[src/rtl/edge_toggle_gen_pkg.sv]
// Shared definitions for the edge_toggle_gen slice: state encoding and sizing helpers.
package edge_toggle_gen_pkg;

    // State encodings. Two bits leave room for unused codes, which decode back to idle.
    localparam logic [1:0] IdleEnc = 2'b00;
    localparam logic [1:0] HoldEnc = 2'b01;

    typedef enum logic [1:0] {
        StIdle = IdleEnc,
        StHold = HoldEnc
    } etg_state_e;

    // Ceiling log2, constant-evaluable; clog2(0) and clog2(1) are both 0.
    function automatic int unsigned clog2(input int unsigned value);
        int unsigned result;
        result = 0;
        for (int i = 0; i < 32; i++) begin
            if ((64'd1 << i) < 64'(value)) begin
                result = i + 1;
            end
        end
        return result;
    endfunction

    // Hold counter width: at least one bit so MIN_HOLD=1 still has a real register.
    function automatic int unsigned cnt_width(input int unsigned min_hold);
        int unsigned w;
        w = clog2(min_hold);
        return (w < 1) ? 1 : w;
    endfunction

endpackage

[src/rtl/edge_toggle_gen_hold_timer.sv]
// Down-counter that times the minimum hold between level transitions.
// Loaded with MIN_HOLD-1 on every issue; expired_o is high once it has counted down to zero.
module edge_toggle_gen_hold_timer
    import edge_toggle_gen_pkg::*;
#(
    parameter int unsigned MIN_HOLD = 4,
    localparam int unsigned CntW = cnt_width(MIN_HOLD)
) (
    input  logic            clk,
    input  logic            reset,
    input  logic            load_i,
    input  logic [CntW-1:0] load_value_i,
    output logic            expired_o
);

    logic [CntW-1:0] cnt_q;
    logic [CntW-1:0] cnt_d;

    // Next count: load wins, otherwise count down and stick at zero.
    always_comb begin
        cnt_d = cnt_q;
        if (load_i) begin
            cnt_d = load_value_i;
        end else if (cnt_q != '0) begin
            cnt_d = cnt_q - CntW'(1);
        end
    end

    // Counter register, cleared by the asynchronous reset.
    always_ff @(posedge clk or posedge reset) begin
        if (reset) begin
            cnt_q <= '0;
        end else begin
            cnt_q <= cnt_d;
        end
    end

    assign expired_o = (cnt_q == '0);

endmodule

[src/rtl/edge_toggle_gen.sv]
// Event-to-level encoder: each accepted request pulse becomes one transition on level,
// with transitions spaced at least MIN_HOLD cycles apart. Requests arriving during a
// hold are queued in a saturating pending counter; a request that finds the queue full
// is dropped and flagged by a one-cycle overflow pulse.
module edge_toggle_gen
    import edge_toggle_gen_pkg::*;
#(
    parameter int unsigned MIN_HOLD = 4,
    parameter int unsigned PEND_W   = 3
) (
    input  logic clk,
    input  logic reset,
    input  logic tick_in,
    output logic level,
    output logic busy,
    output logic overflow
);

    localparam int unsigned CntW = cnt_width(MIN_HOLD);
    localparam logic [CntW-1:0] HoldLoad = CntW'(MIN_HOLD - 1);
    localparam logic [PEND_W-1:0] PendMax = {PEND_W{1'b1}};

    etg_state_e        state_q, state_d;
    logic [PEND_W-1:0] pending_q, pending_d;
    logic              level_q, level_d;
    logic              overflow_q, overflow_d;

    logic expired;
    logic issue_capable;
    logic pend_nz;
    logic issue;
    logic consume;
    logic direct;
    logic accept;
    logic drop;

    edge_toggle_gen_hold_timer #(
        .MIN_HOLD (MIN_HOLD)
    ) u_hold_timer (
        .clk          (clk),
        .reset        (reset),
        .load_i       (issue),
        .load_value_i (HoldLoad),
        .expired_o    (expired)
    );

    // Issue decision, queue accounting and next-state for the FSM and output flops.
    always_comb begin
        issue_capable = 1'b0;
        state_d       = StIdle;
        case (state_q)
            StIdle: begin
                issue_capable = 1'b1;
                state_d       = StIdle;
            end
            StHold: begin
                issue_capable = expired;
                state_d       = expired ? StIdle : StHold;
            end
            default: begin
                issue_capable = 1'b0;
                state_d       = StIdle;
            end
        endcase

        pend_nz = (pending_q != '0);
        issue   = issue_capable & (pend_nz | tick_in);
        // The queue is served ahead of a same-cycle tick.
        consume = issue & pend_nz;
        direct  = issue & ~pend_nz & tick_in;
        accept  = tick_in & ~direct;
        drop    = accept & ~consume & (pending_q == PendMax);

        pending_d = pending_q;
        if (consume && !accept) begin
            pending_d = pending_q - PEND_W'(1);
        end else if (accept && !consume && !drop) begin
            pending_d = pending_q + PEND_W'(1);
        end

        if (issue) begin
            state_d = StHold;
        end

        level_d    = level_q ^ issue;
        overflow_d = drop;
    end

    // FSM state, pending counter and registered outputs.
    always_ff @(posedge clk or posedge reset) begin
        if (reset) begin
            state_q    <= StIdle;
            pending_q  <= '0;
            level_q    <= 1'b0;
            overflow_q <= 1'b0;
        end else begin
            state_q    <= state_d;
            pending_q  <= pending_d;
            level_q    <= level_d;
            overflow_q <= overflow_d;
        end
    end

    assign level    = level_q;
    assign overflow = overflow_q;
    assign busy     = (state_q == StHold) | (pending_q != '0);

endmodule
[config.mk]
export PLATFORM = sky130hd
export DESIGN_NAME = edge_toggle_gen
export DESIGN_NICKNAME = d
export VERILOG_FILES = /design/src/rtl/edge_toggle_gen_pkg.sv /design/src/rtl/edge_toggle_gen_hold_timer.sv /design/src/rtl/edge_toggle_gen.sv
export SDC_FILE = /design/constraint.sdc
export NUM_CORES = 1
export LEC_CHECK = 0
export BUFFER_PORTS_ARGS = -buffer_cell sky130_fd_sc_hd__buf_2
export CORE_MARGIN = 1
export CORE_UTILIZATION = 25
export CTS_BUF_LIST = sky130_fd_sc_hd__clkbuf_4 sky130_fd_sc_hd__clkbuf_8 sky130_fd_sc_hd__clkbuf_16
export DETAILED_ROUTE_END_ITERATION = 10
export GPL_TIMING_DRIVEN = 0
export PLACE_DENSITY = 0.46
export SKIP_CTS_REPAIR_TIMING = 1
export SLEW_MARGIN = 10
export SYNTH_ARGS = -nofsm -noshare
export SYNTH_HDL_FRONTEND = slang
export SYNTH_SLANG_ARGS = --single-unit
[constraint.sdc]
create_clock -name clk -period 2.1 [get_ports clk]
set_clock_uncertainty 0.15 [all_clocks]
set_input_delay 0.21 -clock clk [delete_from_list [all_inputs] [get_ports clk]]
set_output_delay 0.21 -clock clk [all_outputs]
set_load 0.02 [all_outputs]
* Yosys cells after proc, flatten, opt, wreduce, memory -nomap -nowiden *
Index checks and enable logic that the tools add are counted.

word-level totals
  bits in registers = 9

cells by class
  muxes and demuxes = 8
  add/subtract/negate cells = 3
  equal/unequal tests = 2
  reduce and logical (&&, ||, !) cells = 12
  bitwise operators = 13

operators by type and width
  kind                                                                   count
  1-bit AND                                                              7
  2-bit two-way mux                                                      3
  3-bit two-way mux                                                      2
  2-bit nonzero test                                                     3
  2-bit zero test                                                        2
  3-bit by 1-bit adder with 3-bit output, second input constant          1
  3-bit equality test, second input constant                             1
  1-bit logical AND                                                      3
  1-bit zero test                                                        3
  1-bit inverter                                                         3
  3-bit nonzero test                                                     1
  3-bit by 1-bit subtractor with 3-bit output, second input constant     1
  2-bit by 1-bit equality test with 1-bit output, second input constant  1
  1-bit two-way mux                                                      2
  1-bit bitwise OR                                                       2
  1-bit one-hot mux with 2 select lines                                  1
  2-bit by 1-bit subtractor with 2-bit output, second input constant     1
  1-bit XOR                                                              1

* Longest topological paths before layout *
Gate-level depths: netlist (run 1).

  depth in word-level cells = 13
  gate-level depth with buffers = 10
  mapped depth without buffers = 9

* Cells and area by module *
A second synthesis (run 1) with hierarchy kept.

second synthesis, totals
  cells, all modules = 62
  area, all modules = 536.8 µm²

by module, submodules not included
  module                      sequential area each (µm²)  cells an instance  times used  area each (µm²)
  edge_toggle_gen             150.1                       49                 1           409.1
  edge_toggle_gen_hold_timer  50.0                        13                 1           127.6

* Worst setup path after synthesis (run 1) *
No wires, ideal clock.

  path kind = reg2reg
  from = register u_hold_timer.cnt_q[0]
  to = register pending_q[2]
  setup slack = -0.144 ns
  period minus slack after synthesis = 2.244 ns
  stages on the path, launching flop included = 10
  arrival time = 1.968 ns
  setup time = 0.126 ns
  cells stage by stage = dfrtp_1 -> inv_1 -> ha_1 -> nor2b_1 -> buf_6 -> or3_1 -> fa_1 -> nor4b_1 -> o21ai_1 -> o311a_1

on the way
  word-level cells in the longest chain between the ends = 12
  elaborated cells between the ends (all ways) = 19
  those cells by class = mux: 2; bitwise: 9; reduce/logical: 8

RTL lines
  item                                     RTL line                          text
  from (decl)                              edge_toggle_gen_hold_timer.sv:16  logic [CntW-1:0] cnt_q;
  from (signal assigned)                   edge_toggle_gen_hold_timer.sv:34  cnt_q <= cnt_d;
  2-bit zero test *                        edge_toggle_gen_hold_timer.sv:38  assign expired_o = (cnt_q == '0);
  1-bit one-hot mux with 2 select lines *  edge_toggle_gen.sv:51             case (state_q)
  1-bit AND *                              edge_toggle_gen.sv:67             issue = issue_capable & (pend_nz | tick_in);
  1-bit AND (2 in a row)                   edge_toggle_gen.sv:70             direct = issue & ~pend_nz & tick_in;
  1-bit inverter                           edge_toggle_gen.sv:71             accept = tick_in & ~direct;
  1-bit AND                                edge_toggle_gen.sv:71
  1-bit AND (2 in a row)                   edge_toggle_gen.sv:72             drop = accept & ~consume & (pending_q == PendMax);
  1-bit zero test                          edge_toggle_gen.sv:77             end else if (accept && !consume && !drop) begin
  1-bit logical AND                        edge_toggle_gen.sv:77
  2-bit nonzero test (no line)             -
  to (signal assigned)                     edge_toggle_gen.sv:98             pending_q <= pending_d;
  to (decl)                                edge_toggle_gen.sv:24             logic [PEND_W-1:0] pending_q, pending_d;

Mark *: on every way between the ends. The rest lies on a longest branch, timed or not.
A chain may end at the register's enable or synchronous reset.

* Final worst setup path (run 1) *
  from = register pending_q[1]
  to = register pending_q[2]

on the way
  word-level cells in the longest chain between the ends = 12
  elaborated cells between the ends (all ways) = 24
  those cells by class = add/sub: 2; eq/ne: 1; mux: 2; bitwise: 11; reduce/logical: 8

RTL lines
  item                          RTL line               text
  3-bit nonzero test            edge_toggle_gen.sv:66  pend_nz = (pending_q != '0);
  1-bit bitwise OR              edge_toggle_gen.sv:67
  1-bit AND                     edge_toggle_gen.sv:67
  1-bit AND (2 in a row)        edge_toggle_gen.sv:70
  1-bit inverter                edge_toggle_gen.sv:71
  1-bit AND                     edge_toggle_gen.sv:71
  1-bit AND (2 in a row)        edge_toggle_gen.sv:72
  1-bit zero test               edge_toggle_gen.sv:77
  1-bit logical AND             edge_toggle_gen.sv:77
  2-bit nonzero test (no line)  -

Parallel ways exist; a longest one is shown, timed or not. The select of a mux whose other input is x is not followed.

==> flow_metrics.py, run 1 <==
metrics = {
    "outcome": {
        "status": "complete, but fails checks",
        "violations": "setup timing",
    },
    "power": {
        "peakVddDrop_mv": 0.706,
        "p_leak_uw": 0.000303,
        "finalPower_uw": 1000,
        "p_per_area_nw_per_um2": 1440,
    },
    "floorplan": {
        "die-area_um2": 2340,
        "die_h_um": 48.3,
        "start_util": 0.271,
        "coreArea_um2": 1980,
        "rows": 16,
        "io_pins": 6,
        "die_w_um": 48.3,
    },
    "layout": {
        "final_util": 0.353,
        "fin_nets": 79,
        "seqCellArea_um2": 200,
        "fillers": 205,
        "syn_to_final_growth_pct": 30.3,
        "multiInputGateArea_um2": 328,
        "drive_above_1_share": 0.347,
        "antenna_cells": 0,
        "finalNonFillerCells": 99,
    },
    "grt": {
        "grt_pass1_vias": 394,
        "gr-total-overflow": 0,
        "grt_max_degree": 11,
        "grt_antenna_before_repair": 0,
        "grt_util_all_layers": 0.0960,
        "grt_pass1_wl_um": 1700,
    },
    "sta": {
        "worst_pin_slew_ns": 0.331,
        "final.min_clock_period_ns": 2.19,
        "rsz0062_at_grt": "true",
        "slew_headroom": 0.778,
        "hold_viol_final": 0,
        "finalSetupViolCount": 2,
        "fin_crit_sh": 1.04,
        "setup_slack_ns": -0.0877,
        "maxSlewViolCount": 0,
        "fmax_ghz": 0.457,
        "hold_slack_ns": 0.0978,
    },
    "critical_path": {
        "end_kind": "register",
        "crit_slowest_cell": "fa_2",
        "path_cells": "clkbuf_4, nor3_1, or3_4, fa_2, nor4b_4, o21ai_1, o311a_1",
        "path_class": "reg2reg",
        "r2r_setup_slack_ns": -0.09,
        "cp_data_required_time_ns": 2.08,
        "crit_fanout": 10,
        "critPathLaunchType": "register",
        "critPathArrivalTime_ns": 2.17,
        "crit_path_max_incr_delay_ns": 0.41,
    },
    "detailed_routing": {
        "vias_per_cell": 4.62,
        "postRouteAntennaNets": 0,
        "drt-pass1-iter-count": 4,
        "drc_errors": 0,
        "first_iter_violations": 8,
        "wirelength_um": 1100,
        "avgRoutedWirePerCell_um": 11.1,
        "num_vias": 457,
    },
    "logic_synthesis": {
        "synth_seq_cells": 8,
        "syn_inst": 60,
        "ys_types": 30,
        "synth.avg_cell_area_um2": 8.95,
        "syn_area_um2": 537,
        "synth_top_area_share": 0.373,
        "syn-num-nets": 65,
        "synth.area.top_cells": "dfrtp_1 (37%), nor2_1 (5.6%), inv_1 (4.2%)",
        "ys_seq_area_frac": 0.373,
        "yosysWarnings": 0,
        "synth.largest_area_cell": "dfrtp_1",
    },
    "worst_hold_path": {
        "min_path_type": "in2reg",
    },
    "clock_tree": {
        "cts_root_buffer": "clkbuf_4",
        "insertion_delay_ns": 0.26,
        "clk_pin_slew_ns": 0.06,
        "tritoncts": "yes",
        "cts_max_path_buffers": 2,
        "numCtsBuffers": 3,
        "cts.sinks": 8,
        "cts_max_level": 1,
    },
    "placement": {
        "dpl.cell_count": 92,
        "dp_hpwl_um": 756,
        "port_buffers": 5,
        "dp_slack_ns": -0.210,
        "place.gp.congestion": 0.726,
    },
    "run": {
        "cap_viol_max_count": 0,
    },
}
[layout make-up]
cell class                      instances  area share
Multi-Input combinational cell         41       0.469
Sequential cell                         8       0.286
Timing Repair Buffer                   10      0.0930
Tap cell                               27      0.0483
Buffer                                  4      0.0394
Clock buffer                            3      0.0322
Inverter                                6      0.0322
[stage by stage]
stage	area, um2	TNS, ns
finish	699	-0.160
global route	699	-0.395
CTS	629	-0.413
detailed placement	607	-0.404
global placement	607	-0.371
floorplan	548	-0.201
[synth_stat cells]
cell type,number
nor3b_1,2
buf_2,3
nand3_1,1
o311a_1,1
xnor2_1,1
o21ai_1,1
dfrtp_1,8
a21oi_1,2
nor2b_1,1
nor4_4,1
ha_1,1
nand2b_1,2
nor2_1,8
o32a_1,1
mux2i_1,1
a311oi_1,1
buf_4,1
a31oi_1,2
buf_6,1
nor3_1,2
o22ai_1,2
fa_1,1
or3_1,1
nor4b_1,1
xor2_1,1
o21a_1,1
inv_1,6
nand2_1,3
nand3b_1,1
o21ai_0,2
[kinds of logic after synthesis]
logic type	synth area share
AOI/OAI and AO/OA	0.161
xor gates and xnor gates	0.0326
adders and majority gates	0.0606
buffers and inverters	0.105
DFF	0.373
muxes	0.0186
and+or+nand+nor	0.249
[state kept, by name, indices dropped and copies added, names as in the netlist]
register and flops:
pending_q 3, u_hold_timer.cnt_q 2, level 1, overflow 1, state_q 1
[routing by layer]
layer | vias to the layer above | part of all wire | GRT usage
met3 | 0 | 0.061 | 0.0597
met4 | 0 | 0 | 0.0147
met2 | 10 | 0.46 | 0.141
met1 | 217 | 0.48 | 0.122
li1 | 230 | - | -
met5 | - | 0 | 0
[power by group]
group	switching, uW	internal, uW	leakage, uW
clock network	55.7	65.6	0.0000138
logic	341	299	0.000194
registers	27.6	215	0.0000954
total	424	580	0.000303
[path summary, 6_finish.rpt]
check,endpoint,cells past startpoint,startpoint
setup / recovery,pending_q[2],7,pending_q[1]
hold / removal,state_q[0],3,tick_in
setup reg to reg,pending_q[2],7,pending_q[1]
hold reg to reg,level,1,level
max in group asynchronous,u_hold_timer.cnt_q[0],3,reset
min in group asynchronous,state_q[0],3,reset
[worst max-delay path: cells and delay by family (launching register included)]
kind,cells,cell delay (ns)
flip-flops,1,0.32
AND/OR/NAND/NOR,3,0.75
adder cells (fa/ha/maj),1,0.41
buffers and inverters,1,0.22
AO/OA/AOI/OAI,2,0.21
[placed cells by master (no fill, tap or decap), types with 2 or more instances in the layout]
cell      instances
dfrtp_1           8
clkbuf_4          5
nor2_1            8
nand2b_1          2
a21oi_1           2
inv_2             2
buf_2             6
o21ai_0           2
o22ai_1           2
nor3_1            2
a31oi_1           2
nand2_1           3
inv_1             4
buf_4             5
Note: power is estimated with default switching activity, not from simulation.
==> run 2: changes to the inputs <==
--- a/config.mk
+++ b/config.mk
@@ -10,8 +10,9 @@
 export CORE_UTILIZATION = 25
 export CTS_BUF_LIST = sky130_fd_sc_hd__clkbuf_4 sky130_fd_sc_hd__clkbuf_8 sky130_fd_sc_hd__clkbuf_16
 export DETAILED_ROUTE_END_ITERATION = 10
+export GPL_ROUTABILITY_DRIVEN = 1
 export GPL_TIMING_DRIVEN = 0
-export PLACE_DENSITY = 0.46
+export PLACE_DENSITY = 0.45
 export SKIP_CTS_REPAIR_TIMING = 1
 export SLEW_MARGIN = 10
 export SYNTH_ARGS = -nofsm -noshare
==> constraint.sdc (replaced) <==
create_clock -name clk -period 2.75 [get_ports clk]
set_clock_uncertainty 0.15 [all_clocks]
set_input_delay 0.275 -clock clk [delete_from_list [all_inputs] [get_ports clk]]
set_output_delay 0.275 -clock clk [all_outputs]
set_load 0.02 [all_outputs]
==> flow_metrics.py, run 2 (same netlist as run 1, synthesis figures left out) <==
metrics = {
    "critical_path": {
        "critPathLaunchType": "register",
        "crit_fanout": 7,
        "critPathArrivalTime_ns": 2.37,
        "cp_top_family": "simple AND/OR/NAND/NOR gates",
        "cp_data_required_time_ns": 2.73,
        "crit_slowest_cell": "fa_1",
        "r2r_setup_slack_ns": 0.36,
        "path_class": "reg2reg",
        "crit_path_max_incr_delay_ns": 0.41,
        "critPathBufInv": 2,
        "end_kind": "register",
        "path_cells": "inv_1, ha_1, nor2b_1, buf_6, or3_1, fa_1, nor3b_1, a31oi_1, o311a_1",
    },
    "placement": {
        "dp_hpwl_um": 784,
        "port_buffers": 5,
        "place.gp.congestion": 0.694,
        "dpl.cell_count": 92,
    },
    "clock_tree": {
        "numCtsBuffers": 3,
        "cts_max_level": 1,
        "cts.sinks": 8,
        "tritoncts": "yes",
        "cts_root_buffer": "clkbuf_4",
        "cts_max_path_buffers": 2,
        "clk_pin_slew_ns": 0.06,
        "insertion_delay_ns": 0.26,
    },
    "outcome": {
        "status": "finished clean",
    },
    "run": {
        "cap_viol_max_count": 0,
    },
    "grt": {
        "grt-busiest-layer": "met2",
        "use_met2": 0.146,
        "grt_util_all_layers": 0.103,
        "grt_pass1_wl_um": 1860,
        "grt_pass1_vias": 399,
        "gr-total-overflow": 0,
        "grt_max_degree": 11,
        "use_met1": 0.145,
        "grt_use_met3": 0.0377,
        "grt_antenna_before_repair": 0,
    },
    "layout": {
        "final_cell_mix": "buf_2 (8), nor2_1 (8), dfrtp_1 (8)",
        "top_register": "pending_q",
        "drive_above_1_share": 0.203,
        "syn_to_final_growth_pct": 17.0,
        "fin_nets": 76,
        "antenna_cells": 0,
        "finalNonFillerCells": 96,
        "reg_top3": "pending_q (3), u_hold_timer.cnt_q (2)",
        "largest_register_ffs": 3,
    },
    "detailed_routing": {
        "drc_errors": 0,
        "vias_per_cell": 4.52,
        "num_vias": 434,
        "wirelength_um": 998,
        "first_iter_violations": 19,
        "drt-pass1-iter-count": 4,
        "postRouteAntennaNets": 0,
        "avgRoutedWirePerCell_um": 10.4,
    },
    "worst_hold_path": {
        "min_path_type": "in2reg",
    },
    "sta": {
        "finalSetupViolCount": 0,
        "rsz0062_at_grt": "false",
        "worst_pin_slew_ns": 0.325,
        "fin_crit_sh": 0.870,
        "fmax_ghz": 0.418,
        "hold_viol_final": 0,
        "maxSlewViolCount": 0,
        "finalSetupTns_ns": 0,
        "final.min_clock_period_ns": 2.39,
        "slew_headroom": 0.782,
    },
    "floorplan": {
        "rows": 16,
        "start_util": 0.271,
        "coreArea_um2": 1980,
        "io_pins": 6,
        "die_h_um": 48.3,
        "die_w_um": 48.3,
        "die-area_um2": 2340,
    },
    "power": {
        "p_per_area_nw_per_um2": 1070,
        "peakVddDrop_mv": 0.429,
        "p_leak_uw": 0.000273,
    },
}
run 2: cell count changes in the layout (fill, tap and decap cells not counted), sizes merged:
cell	delta
clkbuf	-2
buf	-1
run 2: power by group:
group	leakage [uW]	internal, uW	total (uW)	switching [uW]
registers	0.0000954	164	184	19.7
clock network	0.0000138	50.1	91.5	41.4
logic	0.000164	172	395	223
total	0.000273	387	670	284
run 2: layer usage:
| metal | wire length, um | vias to the layer above | share of wire |
|---|---|---|---|
| met3 | 51 | 2 | 0.051 |
| met2 | 443 | 11 | 0.44 |
| met5 | 0 | - | 0 |
| li1 | - | 226 | - |
| met4 | 6 | 0 | 0.0060 |
| met1 | 497 | 195 | 0.50 |
run 2: per-stage QoR:
stage,instance area (um2),power (uW),hold slack (ns),utilization,worst slack (ns)
finish,628,670,0.173,0.317,0.359
global route,628,744,0.187,0.317,0.224
CTS,618,681,-0.181,0.312,0.347
detailed placement,596,586,0.0965,0.301,0.353
global placement,596,586,0.0918,0.301,0.390
floorplan,537,512,-0.0593,-,0.506
run 2: final timing paths:
| check | to | start | depth (start not counted) |
|---|---|---|---|
| hold reg to reg | u_hold_timer.cnt_q[0] | u_hold_timer.cnt_q[0] | 1 |
| max in group asynchronous | u_hold_timer.cnt_q[1] | reset | 3 |
| min in group asynchronous | pending_q[0] | reset | 3 |
| setup / recovery | pending_q[2] | u_hold_timer.cnt_q[0] | 9 |
| setup reg to reg | pending_q[2] | u_hold_timer.cnt_q[0] | 9 |
| hold / removal | state_q[0] | tick_in | 3 |
run 2: tightest hold or removal path, cell delays in order:
cell,delay (ns)
buf_2,0.14
nor4_4,0.07
nand2_1,0.06
run 2: layout make-up:
cell class	instances	area [um2]
well taps	27	33.8
fillers	215	1350
multi-input cells	41	280
plain buffers	5	33.8
inverters	6	22.5
repair buffers	6	35.0
clock buffers	3	22.5
flip-flops and latches	8	200
